### config.mk
export PLATFORM = sky130hd
export DESIGN_NAME = ps_pwm_deadtime
export DESIGN_NICKNAME = d
export VERILOG_FILES = /design/src/rtl/ps_pwm_pkg.sv /design/src/rtl/deadtime_leg.sv /design/src/rtl/ps_pwm_deadtime.sv
export SDC_FILE = /design/constraint.sdc
export NUM_CORES = 1
export LEC_CHECK = 0
export ABC_AREA = 1
export CORE_AREA = 5 5 79 81
export CTS_CLUSTER_DIAMETER = 40
export DETAILED_ROUTE_END_ITERATION = 10
export DIE_AREA = 0 0 84 86
export PLACE_DENSITY = 0.75
export RECOVER_POWER = 100
export SETUP_SLACK_MARGIN = 0.4
export SYNTH_ARGS = -nofsm -noshare
export SYNTH_HDL_FRONTEND = slang
export SYNTH_HIERARCHICAL = 1
export SYNTH_SLANG_ARGS = --single-unit
### constraint.sdc
create_clock -name clk -period 1.1 [get_ports clk]
set_input_delay 0.33 -clock clk [delete_from_list [all_inputs] [get_ports clk]]
set_output_delay 0.33 -clock clk [all_outputs]
set_load 0.03 [all_outputs]
### src/rtl/ps_pwm_pkg.sv
// Shared types and default sizing for the phase-shifted PWM dead-time block.
package ps_pwm_pkg;

    localparam int N_LEGS_DEF = 4;
    localparam int DT_W_DEF   = 4;

    typedef enum logic [2:0] {
        ST_SAFE    = 3'd0,
        ST_LOW     = 3'd1,
        ST_DT_RISE = 3'd2,
        ST_HIGH    = 3'd3,
        ST_DT_FALL = 3'd4
    } leg_state_t;

endpackage

### src/rtl/deadtime_leg.sv
// One half-bridge leg: dead-time FSM with a down-counter and registered gate decode.
module deadtime_leg
    import ps_pwm_pkg::*;
#(
    parameter int DT_W = DT_W_DEF
) (
    input  logic            clk,
    input  logic            rst,
    input  logic            force_safe,
    input  logic            pwm,
    input  logic [DT_W-1:0] dt_m1,
    output logic            gate_hi,
    output logic            gate_lo
);

    // state      | meaning
    // ST_SAFE    | both gates off, held by kill / ena low / reset
    // ST_LOW     | low-side gate on
    // ST_DT_RISE | both off, counting down before the high side turns on
    // ST_HIGH    | high-side gate on
    // ST_DT_FALL | both off, counting down before the low side turns on

    leg_state_t      state, state_nx;
    logic [DT_W-1:0] cnt, cnt_nx;
    logic            from_safe, from_safe_nx;

    always_comb begin
        state_nx     = state;
        cnt_nx       = cnt;
        from_safe_nx = from_safe;
        if (force_safe) begin
            state_nx     = ST_SAFE;
            cnt_nx       = '0;
            from_safe_nx = 1'b0;
        end else begin
            case (state)
                ST_SAFE: begin
                    state_nx     = ST_DT_FALL;
                    cnt_nx       = dt_m1;
                    from_safe_nx = 1'b1;
                end
                ST_LOW: begin
                    if (pwm) begin
                        state_nx = ST_DT_RISE;
                        cnt_nx   = dt_m1;
                    end
                end
                ST_DT_RISE: begin
                    if (!pwm) begin
                        state_nx = ST_LOW;
                        cnt_nx   = '0;
                    end else if (cnt == '0) begin
                        state_nx = ST_HIGH;
                    end else begin
                        cnt_nx = cnt - 1'b1;
                    end
                end
                ST_HIGH: begin
                    if (!pwm) begin
                        state_nx     = ST_DT_FALL;
                        cnt_nx       = dt_m1;
                        from_safe_nx = 1'b0;
                    end
                end
                ST_DT_FALL: begin
                    // A recovery from SAFE always lands in LOW; pwm cannot abort it.
                    if (pwm && !from_safe) begin
                        state_nx = ST_HIGH;
                        cnt_nx   = '0;
                    end else if (cnt == '0) begin
                        state_nx     = ST_LOW;
                        from_safe_nx = 1'b0;
                    end else begin
                        cnt_nx = cnt - 1'b1;
                    end
                end
                default: begin
                    state_nx = ST_SAFE;
                    cnt_nx   = '0;
                end
            endcase
        end
    end

    always_ff @(posedge clk) begin
        if (rst) begin
            state     <= ST_SAFE;
            cnt       <= '0;
            from_safe <= 1'b0;
            gate_hi   <= 1'b0;
            gate_lo   <= 1'b0;
        end else begin
            state     <= state_nx;
            cnt       <= cnt_nx;
            from_safe <= from_safe_nx;
            gate_hi   <= (state_nx == ST_HIGH);
            gate_lo   <= (state_nx == ST_LOW);
        end
    end

endmodule

### src/rtl/ps_pwm_deadtime.sv
// Dead-time insertion for N phase-shifted PWM legs, with shared dead-time register and kill latch.
module ps_pwm_deadtime
    import ps_pwm_pkg::*;
#(
    parameter int N_LEGS = N_LEGS_DEF,
    parameter int DT_W   = DT_W_DEF
) (
    input  logic              clk,
    input  logic              rst,
    input  logic              ena,
    input  logic [N_LEGS-1:0] pwm_in,
    input  logic [DT_W-1:0]   dt_cfg,
    input  logic              dt_load,
    input  logic              kill,
    output logic [N_LEGS-1:0] gate_hi,
    output logic [N_LEGS-1:0] gate_lo,
    output logic              fault
);

    logic [DT_W-1:0] dt_reg;
    logic [DT_W-1:0] dt_m1;
    logic            force_safe;

    always_ff @(posedge clk) begin
        if (rst) begin
            dt_reg <= DT_W'(1);
            fault  <= 1'b0;
        end else begin
            if (dt_load) dt_reg <= dt_cfg;
            if (kill)    fault  <= 1'b1;
        end
    end

    // A zero dead time is stretched to one cycle so the gates never swap in a single edge.
    assign dt_m1      = (dt_reg == '0) ? '0 : dt_reg - DT_W'(1);
    assign force_safe = kill | ~ena;

    for (genvar i = 0; i < N_LEGS; i++) begin : g_leg
        deadtime_leg #(.DT_W(DT_W)) u_leg (
            .clk        (clk),
            .rst        (rst),
            .force_safe (force_safe),
            .pwm        (pwm_in[i]),
            .dt_m1      (dt_m1),
            .gate_hi    (gate_hi[i]),
            .gate_lo    (gate_lo[i])
        );
    end

endmodule
==> results of run 1 <==
## timing repair
item,in CTS,in global routing
resized for setup,125,87
setup buffers,6,8
gates cloned,2,0
pin swaps,45,40
endpoints found under the setup margin,54,53
## cells by family (layout without fill, tap and decap cells)
kind of cell | count (synthesis) | count (layout) | synth area share [%]
and+or+nand+nor | 273 | 274 | 41.0
adders and majority gates | 4 | 4 | 1.78
xor gates and xnor gates | 4 | 4 | 1.24
AOI/OAI and AO/OA | 64 | 64 | 12.6
buffers and inverters | 78 | 164 | 11.5
DFF | 45 | 45 | 32.0
## per-stage QoR
step	power (W)	hold WS (ns)	cell area, um^2	setup WS [ns]	setup TNS (ns)
2_1_floorplan	0.00211	0.393	2990	0.0577	0
3_3_place_gp	0.00233	0.454	3580	-0.578	-19.77
3_5_place_dp	0.00234	0.455	3580	-0.576	-20.59
4_1_cts	0.00367	0.366	4090	-0.0693	-1.49
5_1_grt	0.00396	0.312	4420	-0.260	-6.34
6_report	0.00379	0.306	4420	-0.192	-3.14
## layout make-up
cell class	instances	area [um^2]	area share (%)
Multi-Input combinational cell	346	2200	49.8
Clock inverter	2	35.0	0.792
Sequential cell	45	996	22.5
Tap cell	72	90.1	2.04
Inverter	74	308	6.96
Timing Repair Buffer	82	719	16.3
Clock buffer	6	72.6	1.64
## cell usage in the layout (no fill, tap or decap), types with 2 or more instances in the layout
cell type	netlist	routed
inv_1	55	36
nand2_4	0	14
o21ai_1	10	9
a21oi_1	33	14
ha_4	0	4
nor2_4	0	14
dfxtp_4	0	22
or2_4	0	4
buf_4	0	53
a21oi_2	1	18
nor3_4	0	4
inv_4	0	8
dfxtp_1	45	13
nor2_2	14	17
dfxtp_2	0	10
nand2_2	6	31
nand3_2	0	5
buf_6	4	16
inv_2	19	28
a211oi_2	0	4
inv_6	0	2
a21oi_4	0	2
o22ai_2	0	4
xnor2_1	4	4
clkbuf_2	0	2
clkbuf_8	0	5
nand4_1	4	4
o21ai_2	4	9
nand3_1	24	19
nor3_2	4	4
o21ai_4	0	4
nor2_1	39	22
nand2_1	174	136
dlygate4sd2_1	0	7
## layer usage
metal / global-route usage [%] / wire length [um] / vias to the layer above
met5: 0 / 0 / -
met1: 27.7 / 3700 / 1549
met3: 4.03 / 471 / 33
met4: 6.58 / 214 / 0
met2: 41.9 / 4740 / 127
li1: - / - / 1640
## worst paths after layout
| check | end | slack (ns) | depth (start not counted) |
|---|---|---|---|
| worst min-delay path | dt_reg[3] | 0.31 | 3 |
| worst min register to register | g_leg[2].u_leg/from_safe | 0.49 | 2 |
| worst max register to register | g_leg[2].u_leg/cnt[2] | -0.19 | 8 |
| worst max-delay path | g_leg[2].u_leg/cnt[2] | -0.19 | 8 |
## worst max-delay path: stages, from the launching register on
cell and delay (ns):
dfxtp_2 0.35, inv_2 0.04, ha_4 0.18, xnor2_1 0.24
nor2_2 0.06, nand2_1 0.09, nand2_1 0.07, nand2_1 0.09
a21oi_2 0.06
## report_power, final
group / switching [W] / internal, W / leakage, nW / total, W
clock: 0.000586 / 0.000675 / 0.0552 / 0.00126
sequential: 0.0000581 / 0.00162 / 0.387 / 0.00168
combinational: 0.000487 / 0.000357 / 1.59 / 0.000844
==> impl_metrics.xml, run 1 <==
<?xml version="1.0" encoding="UTF-8"?>
<metrics>
  <group name="status">
    <metric name="outcome" unit="">finished with violations</metric>
    <metric name="violations" unit="">setup timing</metric>
  </group>
  <group name="die">
    <metric name="die_height" unit="um">86</metric>
    <metric name="floorplan.initialDensity" unit="%">52.1</metric>
    <metric name="rows" unit="">27</metric>
    <metric name="die-area" unit="um^2">7220</metric>
    <metric name="number_of_placed_i_o_pins" unit="">22</metric>
    <metric name="fp.coreArea" unit="um^2">5410</metric>
    <metric name="die_width" unit="um">84</metric>
  </group>
  <group name="place">
    <metric name="post-dp-hpwl" unit="um">5080</metric>
    <metric name="portBuffers" unit="">21</metric>
    <metric name="dp_cells" unit="">603</metric>
    <metric name="routabilityCongestion" unit="">0.984</metric>
  </group>
  <group name="synth">
    <metric name="synthTopCellsByCount" unit="">nand2_1, inv_1, dfxtp_1</metric>
    <metric name="synth_flop_cell" unit="">dfxtp_1</metric>
    <metric name="cell_accounting_for_the_most_synthesized_area" unit="">dfxtp_1</metric>
    <metric name="yosysWarnings" unit="">6</metric>
    <metric name="synthesis.area" unit="um^2">2820</metric>
    <metric name="synth.ff_latch_count" unit="">45</metric>
    <metric name="synth.top_cells.by_area" unit="">dfxtp_1, nand2_1, inv_1</metric>
    <metric name="post_synth_num_cell_types" unit="">22</metric>
    <metric name="post_synth.cell_area_avg" unit="um^2">6.02</metric>
    <metric name="syn_inst" unit="">468</metric>
    <metric name="post-synth-top-area-fraction" unit="%">32.0</metric>
    <metric name="async_reset_ff_share" unit="%">0</metric>
    <metric name="ys_seq_area_share" unit="%">32.0</metric>
    <metric name="mappedNetlistNets" unit="">485</metric>
    <metric name="library_cell_with_the_highest_instance_count_after_synthesis" unit="">nand2_1</metric>
    <metric name="synth-edff-count" unit="">0</metric>
  </group>
  <group name="finish">
    <metric name="finish.cell_count_without_fillers" unit="">627</metric>
    <metric name="ant_cells" unit="">0</metric>
    <metric name="flow.area_growth_from_synthesis" unit="%">57.0</metric>
    <metric name="top_register" unit="">g_leg.u_leg/cnt</metric>
    <metric name="fill_cell_instance_count_of_the_final_layout" unit="">330</metric>
    <metric name="final_net_count" unit="">571</metric>
    <metric name="reg.largest.list" unit="">g_leg.u_leg/cnt x16, g_leg.u_leg/state x12</metric>
    <metric name="final_layout_size_suffix_gt1_share" unit="%">51.9</metric>
    <metric name="largest_reg_flops" unit="">16</metric>
    <metric name="finish.utilization" unit="%">81.9</metric>
  </group>
  <group name="worst_setup_path">
    <metric name="cp.arrival" unit="ns">1.49</metric>
    <metric name="timing_worst_setup_path_type" unit="">reg -&gt; reg</metric>
    <metric name="r2r-start" unit="">g_leg[2].u_leg/cnt[1]</metric>
    <metric name="timing.critical_path.required" unit="ns">1.30</metric>
    <metric name="critPathLaunch" unit="">g_leg[2].u_leg/cnt[1]</metric>
    <metric name="worstSetupEndpointType" unit="">flop</metric>
    <metric name="cp-start-kind" unit="">flop</metric>
    <metric name="worstPathMaxFanout" unit="">5</metric>
  </group>
  <group name="global_routing">
    <metric name="grt_pass1_vias" unit="">3070</metric>
    <metric name="grt-ovfl-total" unit="">0</metric>
    <metric name="grt.total_usage" unit="%">23.0</metric>
    <metric name="grt_antenna_before_repair" unit="">0</metric>
    <metric name="grt_max_degree" unit="">15</metric>
    <metric name="grt_first_pass_wirelength" unit="um">13700</metric>
  </group>
  <group name="timing">
    <metric name="max-slew-margin-rel" unit="%">80.4</metric>
    <metric name="fmax" unit="MHz">774</metric>
    <metric name="min_period" unit="ns">1.29</metric>
    <metric name="grt_setup_unrepaired" unit="">true</metric>
    <metric name="finalHoldViolCount" unit="">0</metric>
    <metric name="worst-slew-pin-transition" unit="ns">0.294</metric>
    <metric name="final-max-slew-violation-count" unit="">0</metric>
    <metric name="setup-violations-final" unit="">41</metric>
    <metric name="final.period_utilization" unit="%">117</metric>
    <metric name="skew" unit="ns">0.00651</metric>
    <metric name="finalWorstSetupSlack" unit="ns">-0.192</metric>
  </group>
  <group name="clocking">
    <metric name="cts-buffers-inserted" unit="">5</metric>
    <metric name="cts.path.max_buffers" unit="">2</metric>
    <metric name="clk-insertion-delay-late" unit="ns">0.30</metric>
    <metric name="cts_tree" unit="">built</metric>
    <metric name="hold_buffers" unit="">0</metric>
    <metric name="clockRootBuffer" unit="">clkbuf_8</metric>
    <metric name="numClockSinks" unit="">45</metric>
    <metric name="htree_levels" unit="">2</metric>
    <metric name="clkSlewWorstSetupHoldPaths" unit="ns">0.09</metric>
  </group>
  <group name="drt">
    <metric name="drc_markers" unit="">0</metric>
    <metric name="drtPass1Iterations" unit="">5</metric>
    <metric name="ant_nets" unit="">0</metric>
    <metric name="post_drt_via_cell_ratio" unit="">5.34</metric>
    <metric name="routed-via-count" unit="">3349</metric>
    <metric name="post_drt_wl_per_cell" unit="um">14.6</metric>
    <metric name="route.final.wire_length" unit="um">9130</metric>
    <metric name="number_of_design_rule_violations_left_by_the_first_detailed_router_iteration" unit="">188</metric>
  </group>
  <group name="power_and_ir_drop">
    <metric name="cellPowerDensity" unit="nW/um^2">856</metric>
    <metric name="leak" unit="nW">2.03</metric>
    <metric name="peakVddDrop" unit="uV">763</metric>
  </group>
  <group name="hold_path">
    <metric name="hp-class" unit="">in -&gt; reg</metric>
    <metric name="start_point_of_the_worst_hold_path" unit="">dt_cfg[3]</metric>
  </group>
  <group name="flow_run">
    <metric name="timing.max_cap.violations" unit="">0</metric>
  </group>
</metrics>
Note: power is estimated with default switching activity, not from simulation.
==> run 2, diff against run 1 <==
--- a/config.mk
+++ b/config.mk
@@ -10,6 +10,7 @@
 export CTS_CLUSTER_DIAMETER = 40
 export DETAILED_ROUTE_END_ITERATION = 10
 export DIE_AREA = 0 0 84 86
+export MAX_ROUTING_LAYER = met4
 export PLACE_DENSITY = 0.75
 export RECOVER_POWER = 100
 export SETUP_SLACK_MARGIN = 0.4
==> impl_metrics.xml, run 2 (synthesis gave the netlist of run 1 again) <==
<?xml version="1.0" encoding="UTF-8"?>
<metrics>
  <group name="status">
    <metric name="outcome" unit="">finished with violations</metric>
    <metric name="violations" unit="">setup timing</metric>
  </group>
  <group name="worst_setup_path">
    <metric name="timing.critical_path.required" unit="ns">1.34</metric>
    <metric name="cpPeakStageDelay" unit="ns">0.35</metric>
    <metric name="timing_worst_setup_path_type" unit="">reg -&gt; reg</metric>
    <metric name="worstPathMaxFanout" unit="">3</metric>
    <metric name="timing.critical_path.mode_cell" unit="">nand2_1</metric>
    <metric name="worstSetupEndpointType" unit="">flop</metric>
    <metric name="cpMaxStageDelayCell" unit="">dfxtp_2</metric>
    <metric name="crit_path_cell_trace" unit="">buf_6 -&gt; nor2_4 -&gt; nand2_1 -&gt; nand2_1 -&gt; nand2_2 -&gt; inv_2 -&gt; nand2_1 -&gt; nand2_1 -&gt; nand2_1 -&gt; a21oi_2</metric>
    <metric name="cp-start-kind" unit="">flop</metric>
    <metric name="cp.arrival" unit="ns">1.56</metric>
  </group>
  <group name="die">
    <metric name="number_of_placed_i_o_pins" unit="">22</metric>
    <metric name="die_height" unit="um">86</metric>
    <metric name="fp.coreArea" unit="um^2">5410</metric>
    <metric name="die-area" unit="um^2">7220</metric>
    <metric name="die_width" unit="um">84</metric>
    <metric name="rows" unit="">27</metric>
    <metric name="floorplan.initialDensity" unit="%">52.1</metric>
  </group>
  <group name="timing">
    <metric name="finalHoldViolCount" unit="">0</metric>
    <metric name="final-max-slew-violation-count" unit="">0</metric>
    <metric name="fmax" unit="MHz">758</metric>
    <metric name="worst-slew-pin-transition" unit="ns">0.304</metric>
    <metric name="finalWorstSetupSlack" unit="ns">-0.219</metric>
    <metric name="skew" unit="ns">0.00677</metric>
    <metric name="finalHoldWorstSlack" unit="ns">0.348</metric>
    <metric name="setup-violations-final" unit="">48</metric>
    <metric name="grt_setup_unrepaired" unit="">true</metric>
    <metric name="max-slew-margin-rel" unit="%">79.7</metric>
    <metric name="setup-tns-final" unit="ns">-3.83</metric>
    <metric name="final.period_utilization" unit="%">120</metric>
    <metric name="min_period" unit="ns">1.32</metric>
  </group>
  <group name="clocking">
    <metric name="numClockSinks" unit="">45</metric>
    <metric name="clockRootBuffer" unit="">clkbuf_8</metric>
    <metric name="cts.path.max_buffers" unit="">2</metric>
    <metric name="clkSlewWorstSetupHoldPaths" unit="ns">0.09</metric>
    <metric name="hold_buffers" unit="">0</metric>
    <metric name="cts-buffers-inserted" unit="">5</metric>
    <metric name="clk-insertion-delay-late" unit="ns">0.30</metric>
    <metric name="htree_levels" unit="">2</metric>
    <metric name="cts_tree" unit="">built</metric>
  </group>
  <group name="place">
    <metric name="dp_cells" unit="">601</metric>
    <metric name="post-dp-hpwl" unit="um">5180</metric>
    <metric name="placedInstanceArea" unit="um^2">3560</metric>
    <metric name="routabilityCongestion" unit="">1.00</metric>
    <metric name="portBuffers" unit="">21</metric>
  </group>
  <group name="finish">
    <metric name="top_register" unit="">g_leg.u_leg/cnt</metric>
    <metric name="final_net_count" unit="">579</metric>
    <metric name="flow.area_growth_from_synthesis" unit="%">60.9</metric>
    <metric name="finish.cell_count_without_fillers" unit="">635</metric>
    <metric name="ant_cells" unit="">0</metric>
    <metric name="reg.largest.list" unit="">g_leg.u_leg/cnt x16, g_leg.u_leg/state x12</metric>
    <metric name="most-common-layout-cells" unit="">nand2_1, buf_4, nand2_2</metric>
    <metric name="final_common_cell" unit="">nand2_1</metric>
    <metric name="final_layout_size_suffix_gt1_share" unit="%">53.1</metric>
    <metric name="largest_reg_flops" unit="">16</metric>
    <metric name="final_design_area_no_fill" unit="um^2">4530</metric>
  </group>
  <group name="power_and_ir_drop">
    <metric name="switching_share" unit="%">31.6</metric>
    <metric name="power_switching" unit="W">0.00114</metric>
    <metric name="cellPowerDensity" unit="nW/um^2">791</metric>
    <metric name="power.share.combinational" unit="%">24.5</metric>
    <metric name="power_report.internal_total" unit="W">0.00245</metric>
    <metric name="peakVddDrop" unit="uV">590</metric>
    <metric name="pwr-share-clk" unit="%">28.6</metric>
    <metric name="power_frac_seq" unit="%">46.9</metric>
    <metric name="leak" unit="nW">2.08</metric>
  </group>
  <group name="hold_path">
    <metric name="hp-class" unit="">in -&gt; reg</metric>
  </group>
  <group name="flow_run">
    <metric name="timing.max_cap.violations" unit="">0</metric>
  </group>
  <group name="global_routing">
    <metric name="grt_pass1_vias" unit="">3058</metric>
    <metric name="grt-ovfl-total" unit="">0</metric>
    <metric name="grt_max_degree" unit="">13</metric>
    <metric name="grt.total_usage" unit="%">23.1</metric>
    <metric name="grt_first_pass_wirelength" unit="um">13500</metric>
    <metric name="grt_antenna_before_repair" unit="">0</metric>
  </group>
  <group name="drt">
    <metric name="drtPass1Iterations" unit="">5</metric>
    <metric name="route.final.wire_length" unit="um">9700</metric>
    <metric name="number_of_design_rule_violations_left_by_the_first_detailed_router_iteration" unit="">183</metric>
    <metric name="ant_nets" unit="">0</metric>
    <metric name="routed-via-count" unit="">3495</metric>
    <metric name="post_drt_via_cell_ratio" unit="">5.50</metric>
    <metric name="post_drt_wl_per_cell" unit="um">15.3</metric>
    <metric name="drc_markers" unit="">0</metric>
  </group>
</metrics>
-- run 2: cell types whose count changed in the layout (fill, tap and decap cells not counted), moves of 3 or more --
cell and change:
nand3_1 -3, nand2_1 -11, nor2_1 +3, nand2_2 +10, inv_4 +3, inv_2 -5
buf_6 +8
-- run 2: per-layer routing --
layer	track usage [%]	up-vias	wire length [um]
li1	-	1653	-
met1	27.6	1653	3980
met2	40.6	150	4840
met3	3.55	39	529
met4	6.43	0	355
met5	-	-	0
-- run 2: area by class of cell --
class,instances,area (um^2)
multi-input combinational,346,2240
sequential,45,997
fill,318,871
timing repair buffer,90,810
inverter,74,315
tap,72,90.1
clock buffer,8,80.1
-- run 2: worst paths after layout --
| path | slack (ns) | cells past startpoint | end | from |
|---|---|---|---|---|
| setup / recovery | -0.22 | 10 | g_leg[0].u_leg/cnt[3] | g_leg[0].u_leg/cnt[2] |
| hold / removal | 0.35 | 2 | dt_reg[0] | dt_load |
| setup reg to reg | -0.22 | 10 | g_leg[0].u_leg/cnt[3] | g_leg[0].u_leg/cnt[2] |
| hold reg to reg | 0.48 | 2 | g_leg[0].u_leg/from_safe | g_leg[0].u_leg/from_safe |
-- run 2: what timing repair did --
item                       CTS  global route
pin swaps                   45            64
gates cloned                 2             0
setup buffers               14            10
setup endpoints to repair   54            53
gates resized for setup    126           100
-- run 2: through the flow --
step | util (%) | total power [W] | setup slack (ns)
floorplan | - | 0.00211 | 0.0577
global placement | 65.9 | 0.00233 | -0.564
detailed placement | 65.9 | 0.00234 | -0.550
CTS | 76.2 | 0.00343 | -0.0740
global route | 83.9 | 0.00377 | -0.266
finish | 83.9 | 0.00359 | -0.219
-- run 2: worst max-delay path, delay by kind of cell, from the launching register on --
| family | cells | cell delay [ns] |
|---|---|---|
| simple gates | 7 | 0.59 |
| flops | 1 | 0.35 |
| buf+inv | 2 | 0.18 |
| compound gates | 1 | 0.15 |
-- run 2: power by group through the flow --
stage / Sequential (W) / Clock, W / Combinational, W
after floorplan: 0.00172 / 0 / 0.000388
after global placement: 0.00172 / 0 / 0.000602
after detailed placement: 0.00173 / 0 / 0.000612
after CTS: 0.00167 / 0.00103 / 0.000723
after global routing: 0.00169 / 0.00114 / 0.000946
final: 0.00168 / 0.00103 / 0.000879
==> run 3, diff against run 2 <==
--- a/config.mk
+++ b/config.mk
@@ -6,12 +6,14 @@
 export NUM_CORES = 1
 export LEC_CHECK = 0
 export ABC_AREA = 1
-export CORE_AREA = 5 5 79 81
+export CELL_PAD_IN_SITES_DETAIL_PLACEMENT = 1
+export CELL_PAD_IN_SITES_GLOBAL_PLACEMENT = 1
+export CORE_AREA = 5 5 94 96
 export CTS_CLUSTER_DIAMETER = 40
 export DETAILED_ROUTE_END_ITERATION = 10
-export DIE_AREA = 0 0 84 86
+export DIE_AREA = 0 0 99 101
 export MAX_ROUTING_LAYER = met4
-export PLACE_DENSITY = 0.75
+export PLACE_DENSITY_LB_ADDON = 0.1
 export RECOVER_POWER = 100
 export SETUP_SLACK_MARGIN = 0.4
 export SYNTH_ARGS = -nofsm -noshare
==> impl_metrics.xml, run 3 (synthesis gave the netlist of run 1 again) <==
<?xml version="1.0" encoding="UTF-8"?>
<metrics>
  <group name="status">
    <metric name="outcome" unit="">finished with violations</metric>
    <metric name="violations" unit="">setup timing</metric>
  </group>
  <group name="worst_setup_path">
    <metric name="cpPeakStageDelay" unit="ns">0.38</metric>
    <metric name="cpMaxStageDelayCell" unit="">dfxtp_4</metric>
    <metric name="cp-start-kind" unit="">flop</metric>
    <metric name="r2r_endpoint" unit="">g_leg[0].u_leg/cnt[0]</metric>
    <metric name="r2r-start" unit="">g_leg[0].u_leg/state[0]</metric>
    <metric name="cp.arrival" unit="ns">1.50</metric>
    <metric name="setup.reg_to_reg.worst_slack" unit="ns">-0.16</metric>
    <metric name="crit_path_cell_trace" unit="">inv_4 -&gt; nand2_2 -&gt; nor2_4 -&gt; nand2_2 -&gt; nand2_2 -&gt; nand2_1 -&gt; nand2_1 -&gt; nand2_2 -&gt; a21oi_2</metric>
    <metric name="timing_worst_setup_path_type" unit="">reg -&gt; reg</metric>
    <metric name="worstPathMaxFanout" unit="">4</metric>
    <metric name="timing.critical_path.required" unit="ns">1.33</metric>
    <metric name="worstSetupEndpointType" unit="">flop</metric>
    <metric name="timing.critical_path.mode_cell" unit="">nand2_2</metric>
    <metric name="worstRegToRegCells" unit="">9</metric>
  </group>
  <group name="finish">
    <metric name="most-common-layout-cells" unit="">nand2_1, buf_4, nand2_2</metric>
    <metric name="finish.cell_count_without_fillers" unit="">675</metric>
    <metric name="final_net_count" unit="">586</metric>
    <metric name="ant_cells" unit="">0</metric>
    <metric name="fill_cell_instance_count_of_the_final_layout" unit="">1002</metric>
    <metric name="final_layout_size_suffix_gt1_share" unit="%">54.7</metric>
    <metric name="flow.area_growth_from_synthesis" unit="%">64.9</metric>
    <metric name="reg.largest.list" unit="">g_leg.u_leg/cnt x16, g_leg.u_leg/state x12</metric>
    <metric name="largest_reg_flops" unit="">16</metric>
    <metric name="top_register" unit="">g_leg.u_leg/cnt</metric>
    <metric name="final_common_cell" unit="">nand2_1</metric>
    <metric name="final_design_area_no_fill" unit="um^2">4650</metric>
  </group>
  <group name="clocking">
    <metric name="clockRootBuffer" unit="">clkbuf_8</metric>
    <metric name="cts_tree" unit="">built</metric>
    <metric name="clk-insertion-delay-late" unit="ns">0.30</metric>
    <metric name="clkSlewWorstSetupHoldPaths" unit="ns">0.09</metric>
    <metric name="cts-buffers-inserted" unit="">5</metric>
    <metric name="htree_levels" unit="">2</metric>
    <metric name="numClockSinks" unit="">45</metric>
    <metric name="cts.path.max_buffers" unit="">2</metric>
  </group>
  <group name="hold_path">
    <metric name="holdPathEnd" unit="">dt_reg[0]</metric>
    <metric name="worstHoldPathCells" unit="">3</metric>
    <metric name="hp-class" unit="">in -&gt; reg</metric>
    <metric name="start_point_of_the_worst_hold_path" unit="">dt_cfg[0]</metric>
  </group>
  <group name="global_routing">
    <metric name="grt_antenna_before_repair" unit="">0</metric>
    <metric name="grt.total_usage" unit="%">20.0</metric>
    <metric name="grt_first_pass_wirelength" unit="um">16000</metric>
    <metric name="grt_pass1_vias" unit="">3480</metric>
    <metric name="grt_max_degree" unit="">14</metric>
    <metric name="grt-ovfl-total" unit="">0</metric>
  </group>
  <group name="die">
    <metric name="die-area" unit="um^2">10000</metric>
    <metric name="die_width" unit="um">99</metric>
    <metric name="fp.coreArea" unit="um^2">7970</metric>
    <metric name="die_height" unit="um">101</metric>
    <metric name="number_of_placed_i_o_pins" unit="">22</metric>
    <metric name="floorplan.initialDensity" unit="%">35.4</metric>
    <metric name="rows" unit="">33</metric>
  </group>
  <group name="drt">
    <metric name="post_drt_wl_per_cell" unit="um">14.6</metric>
    <metric name="route.final.wire_length" unit="um">9860</metric>
    <metric name="routed-via-count" unit="">3294</metric>
    <metric name="post_drt_via_cell_ratio" unit="">4.88</metric>
    <metric name="number_of_design_rule_violations_left_by_the_first_detailed_router_iteration" unit="">57</metric>
    <metric name="drc_markers" unit="">0</metric>
    <metric name="ant_nets" unit="">0</metric>
    <metric name="drtPass1Iterations" unit="">4</metric>
  </group>
  <group name="place">
    <metric name="portBuffers" unit="">21</metric>
    <metric name="post-dp-hpwl" unit="um">6270</metric>
    <metric name="dp_cells" unit="">638</metric>
    <metric name="placedInstanceArea" unit="um^2">3640</metric>
    <metric name="routabilityCongestion" unit="">0.879</metric>
  </group>
  <group name="timing">
    <metric name="grt_setup_unrepaired" unit="">true</metric>
    <metric name="fmax" unit="MHz">791</metric>
    <metric name="finalHoldViolCount" unit="">0</metric>
    <metric name="max-slew-margin-rel" unit="%">74.9</metric>
    <metric name="setup-violations-final" unit="">42</metric>
    <metric name="final-max-slew-violation-count" unit="">0</metric>
    <metric name="finalWorstSetupSlack" unit="ns">-0.163</metric>
    <metric name="skew" unit="ns">0.0110</metric>
    <metric name="setup-tns-final" unit="ns">-3.26</metric>
    <metric name="min_period" unit="ns">1.26</metric>
    <metric name="final.period_utilization" unit="%">115</metric>
    <metric name="worst-slew-pin-transition" unit="ns">0.377</metric>
  </group>
  <group name="power_and_ir_drop">
    <metric name="leak" unit="nW">2.12</metric>
    <metric name="peakVddDrop" unit="uV">775</metric>
    <metric name="cellPowerDensity" unit="nW/um^2">772</metric>
  </group>
  <group name="flow_run">
    <metric name="timing.max_cap.violations" unit="">0</metric>
  </group>
</metrics>
run 3: cell types whose count changed in the layout (fill, tap and decap cells not counted), moves of 3 or more:
cell     before  now
nand3_2       7    3
nand2_2      41   38
buf_12        1    4
nor2_1       25   18
nand3_1      16   20
inv_1        38   35
buf_6        24   20
dfxtp_2      11    8
a21oi_2      16   19
nor2_2       15   21
inv_2        23   29
buf_4        53   62
run 3: worst max path at each step:
| stage | cells past startpoint | startpoint | endpoint |
|---|---|---|---|
| 3_5_place_dp | 7 | pwm_in[1] | g_leg[1].u_leg/gate_hi |
| 3_3_place_gp | 7 | pwm_in[1] | g_leg[1].u_leg/gate_hi |
| 4_1_cts | 8 | g_leg[0].u_leg/cnt[0] | g_leg[0].u_leg/gate_lo |
| 2_1_floorplan | 8 | g_leg[0].u_leg/cnt[0] | g_leg[0].u_leg/gate_hi |
| 6_report | 9 | g_leg[0].u_leg/state[0] | g_leg[0].u_leg/cnt[0] |
| 5_1_grt | 9 | g_leg[0].u_leg/state[0] | g_leg[0].u_leg/cnt[0] |
run 3: report_power, final:
part	internal (W)	switching (W)	leakage (nW)
combinational	0.000405	0.000496	1.69
clock	0.000447	0.000566	0.0422
sequential	0.00162	0.0000516	0.387
run 3: repair_timing:
action	CTS	global route
gates cloned	1	0
endpoints found under the setup margin	54	52
gates resized for setup	133	92
buffers inserted	18	10
hold buffers	0	0
pin swaps	54	48
run 3: routing by layer:
metal | vias to the layer above | routed length, um | share of wire [%] | track usage [%]
li1 | 1665 | - | - | -
met1 | 1572 | 4240 | 43 | 23.6
met2 | 45 | 5280 | 54 | 35.5
met3 | 12 | 245 | 2.5 | 3.25
met4 | 0 | 97 | 0.98 | 4.41
met5 | - | 0 | 0 | -
run 3: per-stage QoR:
step	util [%]	setup WS [ns]	power [W]	hold slack (ns)
CTS	53.2	-0.107	0.00352	0.374
finish	58.3	-0.163	0.00359	0.285
detailed placement	45.6	-0.653	0.00237	0.452
global route	58.3	-0.255	0.00381	0.301
global placement	45.6	-0.567	0.00235	0.449
floorplan	-	0.0577	0.00211	0.393
run 3: layout make-up:
cell class | count | area, um^2 | area share (%)
multi-input combinational | 345 | 2220 | 47.9
sequential | 45 | 1000 | 21.5
timing repair buffer | 98 | 902 | 19.4
inverter | 74 | 305 | 6.57
tap | 105 | 131 | 2.83
clock buffer | 7 | 76.3 | 1.64
clock inverter | 1 | 5.00 | 0.108
run 3: worst max-delay path, delay by kind of cell, from the launching register on:
| family | cells | cell delay [ns] |
|---|---|---|
| AND/OR/NAND/NOR | 7 | 0.59 |
| buffers and inverters | 1 | 0.09 |
| flip-flops | 1 | 0.38 |
| AO/OA/AOI/OAI | 1 | 0.11 |
